--- src/rtl/pulse_width_meter_if.sv ---
// Result/handshake bundle of the pulse width meter: the measured line plus the
// VALID/ACK holding register seen by the downstream consumer.
interface pulse_width_meter_if #(
  parameter int W = 8
);
  logic         SIG;
  logic         ACK;
  logic [W-1:0] WIDTH;
  logic         VALID;
  logic         SAT;
  logic         OVERRUN;

  // Producer/consumer side: drives the pulse and the acknowledge, reads results.
  modport master (
    output SIG,
    output ACK,
    input  WIDTH,
    input  VALID,
    input  SAT,
    input  OVERRUN
  );

  // Meter side.
  modport slave (
    input  SIG,
    input  ACK,
    output WIDTH,
    output VALID,
    output SAT,
    output OVERRUN
  );
endinterface

--- src/rtl/pulse_width_meter.sv ---
// Measures the high time of SIG in CLK cycles and presents it on a VALID/ACK
// holding register; counts saturate at 2**W-1 and flag SAT.
module pulse_width_meter #(
  parameter int W    = 8,
  parameter bit SYNC = 1'b1
) (
  input logic               CLK,
  input logic               N_RESET,
  pulse_width_meter_if.slave bus
);

  localparam logic [W-1:0] CNT_MAX = '1;
  localparam logic [W-1:0] CNT_ONE = {{(W-1){1'b0}}, 1'b1};

  typedef enum logic {
    IDLE,
    MEASURE
  } state_e;

  logic         s;
  logic         rise;
  logic         capture;
  logic         s_prev_q;
  state_e       state_q, state_d;
  logic [W-1:0] cnt_q, cnt_d;
  logic         sat_int_q, sat_int_d;
  logic [W-1:0] width_q, width_d;
  logic         valid_q, valid_d;
  logic         sat_q, sat_d;
  logic         overrun_q, overrun_d;

  // NOTE: input-history flops reset to 1 so a line already high at reset
  // release looks like "no edge" and is only measured after it falls and rises.
  if (SYNC) begin : g_sync
    logic [1:0] sync_q;

    always_ff @(posedge CLK or negedge N_RESET) begin
      if (!N_RESET) begin
        sync_q <= 2'b11;
      end else begin
        sync_q <= {sync_q[0], bus.SIG};
      end
    end

    assign s = sync_q[1];
  end else begin : g_nosync
    assign s = bus.SIG;
  end

  assign rise = s & ~s_prev_q;

  // Measurement FSM: cnt counts edges that sampled s high, starting at 1 on the rise.
  always_comb begin
    // NOTE: every combinational output gets a default first so no path can
    // leave it unassigned and infer a latch.
    state_d   = state_q;
    cnt_d     = cnt_q;
    sat_int_d = sat_int_q;
    capture   = 1'b0;

    unique case (state_q)
      IDLE: begin
        if (rise) begin
          state_d = MEASURE;
          cnt_d   = CNT_ONE;
        end
      end
      MEASURE: begin
        if (s) begin
          if (cnt_q != CNT_MAX) begin
            cnt_d = cnt_q + 1'b1;
          end
          if (cnt_q >= CNT_MAX - 1'b1) begin
            sat_int_d = 1'b1;
          end
        end else begin
          capture   = 1'b1;
          cnt_d     = '0;
          sat_int_d = 1'b0;
          state_d   = IDLE;
        end
      end
      default: state_d = IDLE;
    endcase
  end

  // Holding register: a capture always wins over a same-edge ACK.
  always_comb begin
    width_d   = width_q;
    sat_d     = sat_q;
    valid_d   = valid_q;
    overrun_d = overrun_q;

    if (capture) begin
      width_d   = cnt_q;
      sat_d     = sat_int_q;
      valid_d   = 1'b1;
      overrun_d = valid_q & ~bus.ACK;
    end else if (valid_q && bus.ACK) begin
      valid_d   = 1'b0;
      overrun_d = 1'b0;
    end
  end

  // NOTE: all state updates use non-blocking assignments so every flop samples
  // the pre-edge values regardless of statement order.
  always_ff @(posedge CLK or negedge N_RESET) begin
    if (!N_RESET) begin
      s_prev_q  <= 1'b1;
      state_q   <= IDLE;
      cnt_q     <= '0;
      sat_int_q <= 1'b0;
      width_q   <= '0;
      valid_q   <= 1'b0;
      sat_q     <= 1'b0;
      overrun_q <= 1'b0;
    end else begin
      s_prev_q  <= s;
      state_q   <= state_d;
      cnt_q     <= cnt_d;
      sat_int_q <= sat_int_d;
      width_q   <= width_d;
      valid_q   <= valid_d;
      sat_q     <= sat_d;
      overrun_q <= overrun_d;
    end
  end

  assign bus.WIDTH   = width_q;
  assign bus.VALID   = valid_q;
  assign bus.SAT     = sat_q;
  assign bus.OVERRUN = overrun_q;

endmodule
--- src/flat_wrapper.sv ---
// flat-port wrapper written by rule: the top's interface ports become plain ports
module pulse_width_meter_flat 
#(
  parameter int W    = 8,
  parameter bit SYNC = 1'b1
)
  (CLK, N_RESET, bus_SIG, bus_ACK, bus_WIDTH, bus_VALID, bus_SAT, bus_OVERRUN);
  pulse_width_meter_if #(.W(W)) bus_i ();
  input logic CLK;
  input logic N_RESET;
  input wire logic [$bits(bus_i.SIG)-1:0] bus_SIG;
  input wire logic [$bits(bus_i.ACK)-1:0] bus_ACK;
  output wire logic [$bits(bus_i.WIDTH)-1:0] bus_WIDTH;
  output wire logic [$bits(bus_i.VALID)-1:0] bus_VALID;
  output wire logic [$bits(bus_i.SAT)-1:0] bus_SAT;
  output wire logic [$bits(bus_i.OVERRUN)-1:0] bus_OVERRUN;
  assign bus_i.SIG = bus_SIG;
  assign bus_i.ACK = bus_ACK;
  assign bus_WIDTH = bus_i.WIDTH;
  assign bus_VALID = bus_i.VALID;
  assign bus_SAT = bus_i.SAT;
  assign bus_OVERRUN = bus_i.OVERRUN;
  pulse_width_meter #(.W(W), .SYNC(SYNC)) u_core (.CLK(CLK), .N_RESET(N_RESET), .bus(bus_i));
endmodule
--- config.mk ---
export PLATFORM = sky130hd
export DESIGN_NAME = pulse_width_meter_flat
export DESIGN_NICKNAME = d
export VERILOG_FILES = /design/src/rtl/pulse_width_meter_if.sv /design/src/rtl/pulse_width_meter.sv /design/src/flat_wrapper.sv
export SDC_FILE = /design/constraint.sdc
export NUM_CORES = 1
export LEC_CHECK = 0
export CORE_MARGIN = 8
export CORE_UTILIZATION = 52
export CTS_CLUSTER_DIAMETER = 50
export DETAILED_ROUTE_END_ITERATION = 8
export PLACE_DENSITY = 0.76
export SLEW_MARGIN = 20
export SYNTH_ARGS = -nofsm -noshare
export SYNTH_HDL_FRONTEND = slang
export SYNTH_SLANG_ARGS = --single-unit
--- constraint.sdc ---
create_clock -name CLK -period 1.91 [get_ports CLK]
set_clock_uncertainty 0.05 [all_clocks]
set_input_delay 0.2865 -clock CLK [delete_from_list [all_inputs] [get_ports CLK]]
set_output_delay 0.2865 -clock CLK [all_outputs]
set_load 0.03 [all_outputs]
After elaboration in Yosys (flattened, before gate mapping)
Index checks and enable logic that the tools add are counted.

word-level totals
  flip-flop bits (word level) = 24
  bits of input ports = 4
  output and inout port bits = 11
  word-level logic and storage cells = 38

cells by class
  add/sub/neg operators = 1
  magnitude comparators = 1
  equality and inequality tests = 4
  muxes and demuxes = 14
  bitwise gates (word level) = 5
  reductions and logical operators = 4

operators by type and width
  kind                                                              number
  8-bit 2-to-1 mux                                                  3
  8-bit case mux with 2 select lines                                1
  1-bit 2-to-1 mux                                                  9
  8-bit by 1-bit adder with 8-bit output (second input constant)    1
  8-bit >= comparator (second input constant)                       1
  8-bit != test (second input constant)                             1
  2-bit AND reduction                                               2
  3-bit != test (second input constant)                             1
  1-bit NOT                                                         3
  1-bit AND                                                         2
  2-bit by 1-bit != test with 1-bit output (second input constant)  1
  2-bit != test (second input constant)                             1
  1-bit case mux with 2 select lines                                1
  2-bit nonzero test                                                1
  1-bit logical AND                                                 1

Longest topological paths before layout
  word-level depth = 4
  depth in mapped cells = 5
  gate-level depth less buffers = 5

Worst setup path after synthesis
Ideal clock, no wire load.

  kind = reg-to-reg
  start point = reg u_core.cnt_q[1]
  end point = reg u_core.cnt_q[7]
  library setup time = 64 ps
  arrival = 1368 ps
  required time = 1796 ps
  setup slack = 428 ps
  cell stages (with the launch flop) = 6
  buffers on the path = 0
  clock period less this slack = 1482 ps
  cells stage by stage = dfrtp_1 -> ha_1 -> nand3_4 -> o32ai_4 -> o21bai_1 -> a21o_1

on the way
  longest elaborated chain between the ends = 4
  elaborated cells between the ends (all ways) = 7
  classes of those cells = add/sub (1); eq/ne (2); mux (3); reduce/logical (1)

ends and longest elaborated chain
  element                                 line                      RTL
  from (decl)                             pulse_width_meter.sv:25   logic [W-1:0] cnt_q, cnt_d;
  from (signal assigned)                  pulse_width_meter.sv:120  cnt_q <= cnt_d;
  8-bit by 1-bit adder with 8-bit output  pulse_width_meter.sv:71   cnt_d = cnt_q + 1'b1;
  8-bit 2-to-1 mux                        pulse_width_meter.sv:70   if (cnt_q != CNT_MAX) begin
  8-bit 2-to-1 mux                        pulse_width_meter.sv:69   if (s) begin
  8-bit case mux with 2 select lines      pulse_width_meter.sv:61   unique case (state_q)

Parallel ways exist; a longest one is shown, timed or not. The select of a mux whose other input is x is not followed.
A chain may end at the register's enable or synchronous reset.

Final worst setup path
  start point = reg u_core.valid_q (netlist: u_core.bus.VALID)
  end point = out bus_VALID

RTL lines
  element                 line                      RTL
  from (decl)             pulse_width_meter.sv:28   logic valid_q, valid_d;
  from (signal assigned)  pulse_width_meter.sv:123  valid_q <= valid_d;
  to (decl)               flat_wrapper.sv:14        output wire logic [$bits(bus_i.VALID)-1:0] bus_VALID;

No word-level cell between the ends.

==> qor.csv <==
stage;metric;value;unit
run_status;status;finished, final reports clean;
route;aggregate routed wire length;2.120;mm
grt;largest net degree at the start of global routing;25;
sta;final period demand of the worst path;1.740;ns
route;wire length per cell;15.14;µm
clock_network;# Post-CTS Setup Buffers;0;
route;per-cell via count in the routed design;5.593;
floorplanning;die footprint;3814;µm²
clock_network;number of CTS-inserted buffers;3;
route;Routed Antenna Nets;0;
setup_path;series of cell instances along the critical path;clkdlybuf4s50_1;
clock_network;clock-pin slew on the worst setup and hold paths;0.12;ns
layout;fraction of final layout cells sized beyond drive strength 1;0.1681;
power_and_ir_drop;Switching Share;0.2728;
power_and_ir_drop;relative contribution of the clock network to total power;0.239;
setup_path;arrival time of data at the critical path endpoint;1.40;ns
floorplanning;number of top-level pins;15;
grt;wire length of the first global-routing pass;3.795;mm
floorplanning;Core Region;1962;µm²
logic_synthesis;Post-Synthesis Cells;95;
clock_network;clock buffer depth;2;
layout;Ant. Diodes;0;
sta;slew at the pin closest to its max-slew limit;0.4297;ns
grt;total track usage;0.1348;
placement;total cell area at the placement stage;1261;µm²
placement;Worst Setup Slack post-DPL;0.2586;ns
logic_synthesis;average instance area after synthesis;11.46;µm²
run;max-cap violations;0;
clock_network;H-tree level count;1;
floorplanning;chip width;61.76;µm
clock_network;CTS-repair resized insts;0;
sta;fin crit share;0.9109;
power_and_ir_drop;share of power burned in registers;0.604;
power_and_ir_drop;peak ir drop on the vdd network;0.5476;mV
logic_synthesis;part of the Yosys area used for sequential elements;0.5552;
setup_path;Worst setup SP type;register;
sta;final setup vio count;0;
layout;number of nets in the final layout;120;
route;remaining routing DRC violations;0;
placement;detailed placer's ending HPWL;1.616;mm
logic_synthesis;warnings from Yosys;0;
grt;number of global-route vias before repair;829;
logic_synthesis;Post-Synthesis Cell Area;1089;µm²
clock_network;number of clock sinks;24;
sta;setup repair after global routing missed its margin;no;
logic_synthesis;fraction of synthesized cell area taken by the top area cell type;0.4828;
setup_path;maximum single-stage delay on the critical path;0.69;ns
setup_path;critical path's slowest cell;sky130_fd_sc_hd__clkdlybuf4s50_1;
logic_synthesis;total nets after synthesis;101;
grt;antenna violations before repair;0;
grt;total overflow reported by the global router;0;
sta;remaining max-slew budget at the tightest pin;0.7135;
power_and_ir_drop;Internal Power;0.0006834;W
setup_path;cell family with the largest share of critical-path delay;buffers and inverters;
sta;min setup slack post-route;0.1702;ns
route;via count;783;
logic_synthesis;post-synthesis cell type with the largest combined area;sky130_fd_sc_hd__dfrtp_1;
sta;Achievable Freq;0.5748;GHz
sta;final-layout worst hold slack;0.2552;ns
floorplanning;count of standard-cell rows;16;
logic_synthesis;synth top area cells;sky130_fd_sc_hd__dfrtp_1, sky130_fd_sc_hd__dfstp_2, sky130_fd_sc_hd__mux2_2;
setup_path;endpoint required time on the critical path;1.57;ns
setup_path;crit end category;primary output;
logic_synthesis;flip-flop and latch count after synthesis;24;
route;first-pass detailed-route iteration total;4;
placement;input/output buffers;14;
layout;Synth-to-Final Area Change;18.28;%
power_and_ir_drop;leakage;0.5738;nW
power_and_ir_drop;power per cell area;729.9;nW/µm²
clock_network;number of hold buffers added after CTS;0;
sta;Post-Route Setup TNS;0;ns
worst_hold_path;worst min-delay path category;input pin to async pin;
setup_path;type of the setup path with the least slack;register to primary output;
setup_path;Crit path buffers/inverters;1;
placement;cell count after placement;136;
route;DRC violation total after the first TritonRoute iteration;18;
layout;Post-Layout Inst Area;1287;µm²
logic_synthesis;count of distinct cell types in the synthesized netlist;35;
floorplanning;die height;61.76;µm
floorplanning;Initial Util;0.5548;
layout;final cell count without fillers;140;
clock_network;clock latency on the worst-skew pair;0.31;ns
clock_network;clock root buffer;sky130_fd_sc_hd__clkbuf_4;
power_and_ir_drop;part of the power in combinational logic;0.157;
sta;final hold violation count;0;
clock_network;CTS tree;done;
sta;number of max-slew violations in the final report;0;
setup_path;crit path max fanout;4;
placement;global placer's final weighted congestion;0.7881;
power_and_ir_drop;switching component of the power;0.0002563;W
[through the flow]
| step | total power (W) | utilization |
|---|---|---|
| floorplan | 0.0006615 | - |
| global placement | 0.0007232 | 0.6429 |
| detailed placement | 0.0007277 | 0.6429 |
| CTS | 0.0009546 | 0.6563 |
| global route | 0.0009925 | 0.6563 |
| finish | 0.0009397 | 0.6563 |
[per-layer routing]
| layer | vias up | track usage | routed length, µm |
|---|---|---|---|
| met5 | - | 0 | 0 |
| met4 | 0 | 0.06169 | 39 |
| met3 | 5 | 0.02881 | 77 |
| met2 | 10 | 0.2408 | 1107 |
| met1 | 389 | 0.1483 | 896 |
| li1 | 379 | - | - |
[cell usage in the layout, fill, tap and decap left out, drive strengths merged, types with 3 or more instances in the layout]
cell	instances
dfrtp	21
clkdlybuf4s50	14
o21ai	13
nand2	9
mux2	6
inv	5
nor2	4
clkbuf	4
nand4	3
a21oi	3
dfstp	3
nand3	3
[layout make-up]
type | count | area [µm²]
multi-input cells | 64 | 449.2
repair buffers | 16 | 155.1
clock buffers | 4 | 26.28
inverters | 5 | 18.77
fillers | 172 | 674.4
flip-flops and latches | 24 | 604.3
well taps | 27 | 33.78
[Yosys cell counts]
cell and count:
sky130_fd_sc_hd__o21ai_0 11, sky130_fd_sc_hd__nor4_1 1, sky130_fd_sc_hd__a31oi_1 1, sky130_fd_sc_hd__and2_2 1
sky130_fd_sc_hd__dfrtp_1 21, sky130_fd_sc_hd__a21boi_0 1, sky130_fd_sc_hd__o21a_1 1, sky130_fd_sc_hd__nand2b_1 1
sky130_fd_sc_hd__o32ai_4 1, sky130_fd_sc_hd__a211o_2 1, sky130_fd_sc_hd__inv_1 5, sky130_fd_sc_hd__o211ai_1 1
sky130_fd_sc_hd__a21o_1 2, sky130_fd_sc_hd__and3_1 1, sky130_fd_sc_hd__buf_6 1, sky130_fd_sc_hd__nand2_1 8
sky130_fd_sc_hd__o41ai_1 1, sky130_fd_sc_hd__a21oi_1 3, sky130_fd_sc_hd__and2b_1 1, sky130_fd_sc_hd__nor3_1 2
sky130_fd_sc_hd__o22ai_1 1, sky130_fd_sc_hd__ha_1 2, sky130_fd_sc_hd__o31ai_1 1, sky130_fd_sc_hd__nand3_1 2
sky130_fd_sc_hd__o21bai_1 1, sky130_fd_sc_hd__a22o_1 1, sky130_fd_sc_hd__buf_2 1, sky130_fd_sc_hd__nor2_1 4
sky130_fd_sc_hd__nand3_4 1, sky130_fd_sc_hd__mux2i_1 1, sky130_fd_sc_hd__dfstp_2 3, sky130_fd_sc_hd__mux2_2 6
sky130_fd_sc_hd__nand2_4 1, sky130_fd_sc_hd__o21ai_1 2, sky130_fd_sc_hd__nand4_1 3
[worst paths after layout]
kind,startpoint,to,slack [ns],cells after the start
setup reg to reg,u_core.cnt_q[1],u_core.cnt_q[7],0.22,5
hold reg to reg,u_core.g_sync.sync_q[0],u_core.g_sync.sync_q[1],0.33,0
hold / removal,N_RESET,u_core.sat_int_q,0.26,2
min in group CLK,bus_SIG,u_core.g_sync.sync_q[0],0.31,1
setup / recovery,u_core.bus.VALID,bus_VALID,0.17,1
max in group asynchronous,N_RESET,u_core.s_prev_q,1.27,2
[power groups by stage]
stage          registers (W)  clock network [W]  logic [W]
2_1_floorplan       0.000604                  0  0.0000574
3_3_place_gp        0.000576                  0   0.000147
3_5_place_dp        0.000578                  0   0.000150
4_1_cts             0.000568           0.000236   0.000150
5_1_grt             0.000575           0.000255   0.000163
6_report            0.000568           0.000225   0.000147
[flip-flops by register name, summed over array words and instances, names as in the netlist]
register and cells:
u_core.bus.WIDTH 8, u_core.bus.VALID 1, u_core.g_sync.sync_q 2, u_core.bus.SAT 1, u_core.cnt_q 8, u_core.s_prev_q 1
u_core.state_q 1, u_core.bus.OVERRUN 1, u_core.sat_int_q 1
[cells by family after synthesis]
logic type                 synth area share
AOI/OAI and AO/OA                    0.1839
adders and majority gates           0.02298
buffers and inverters               0.03218
DFF                                  0.5552
muxes                               0.07126
and+or+nand+nor                      0.1345
Note: power is estimated with default switching activity, not from simulation.
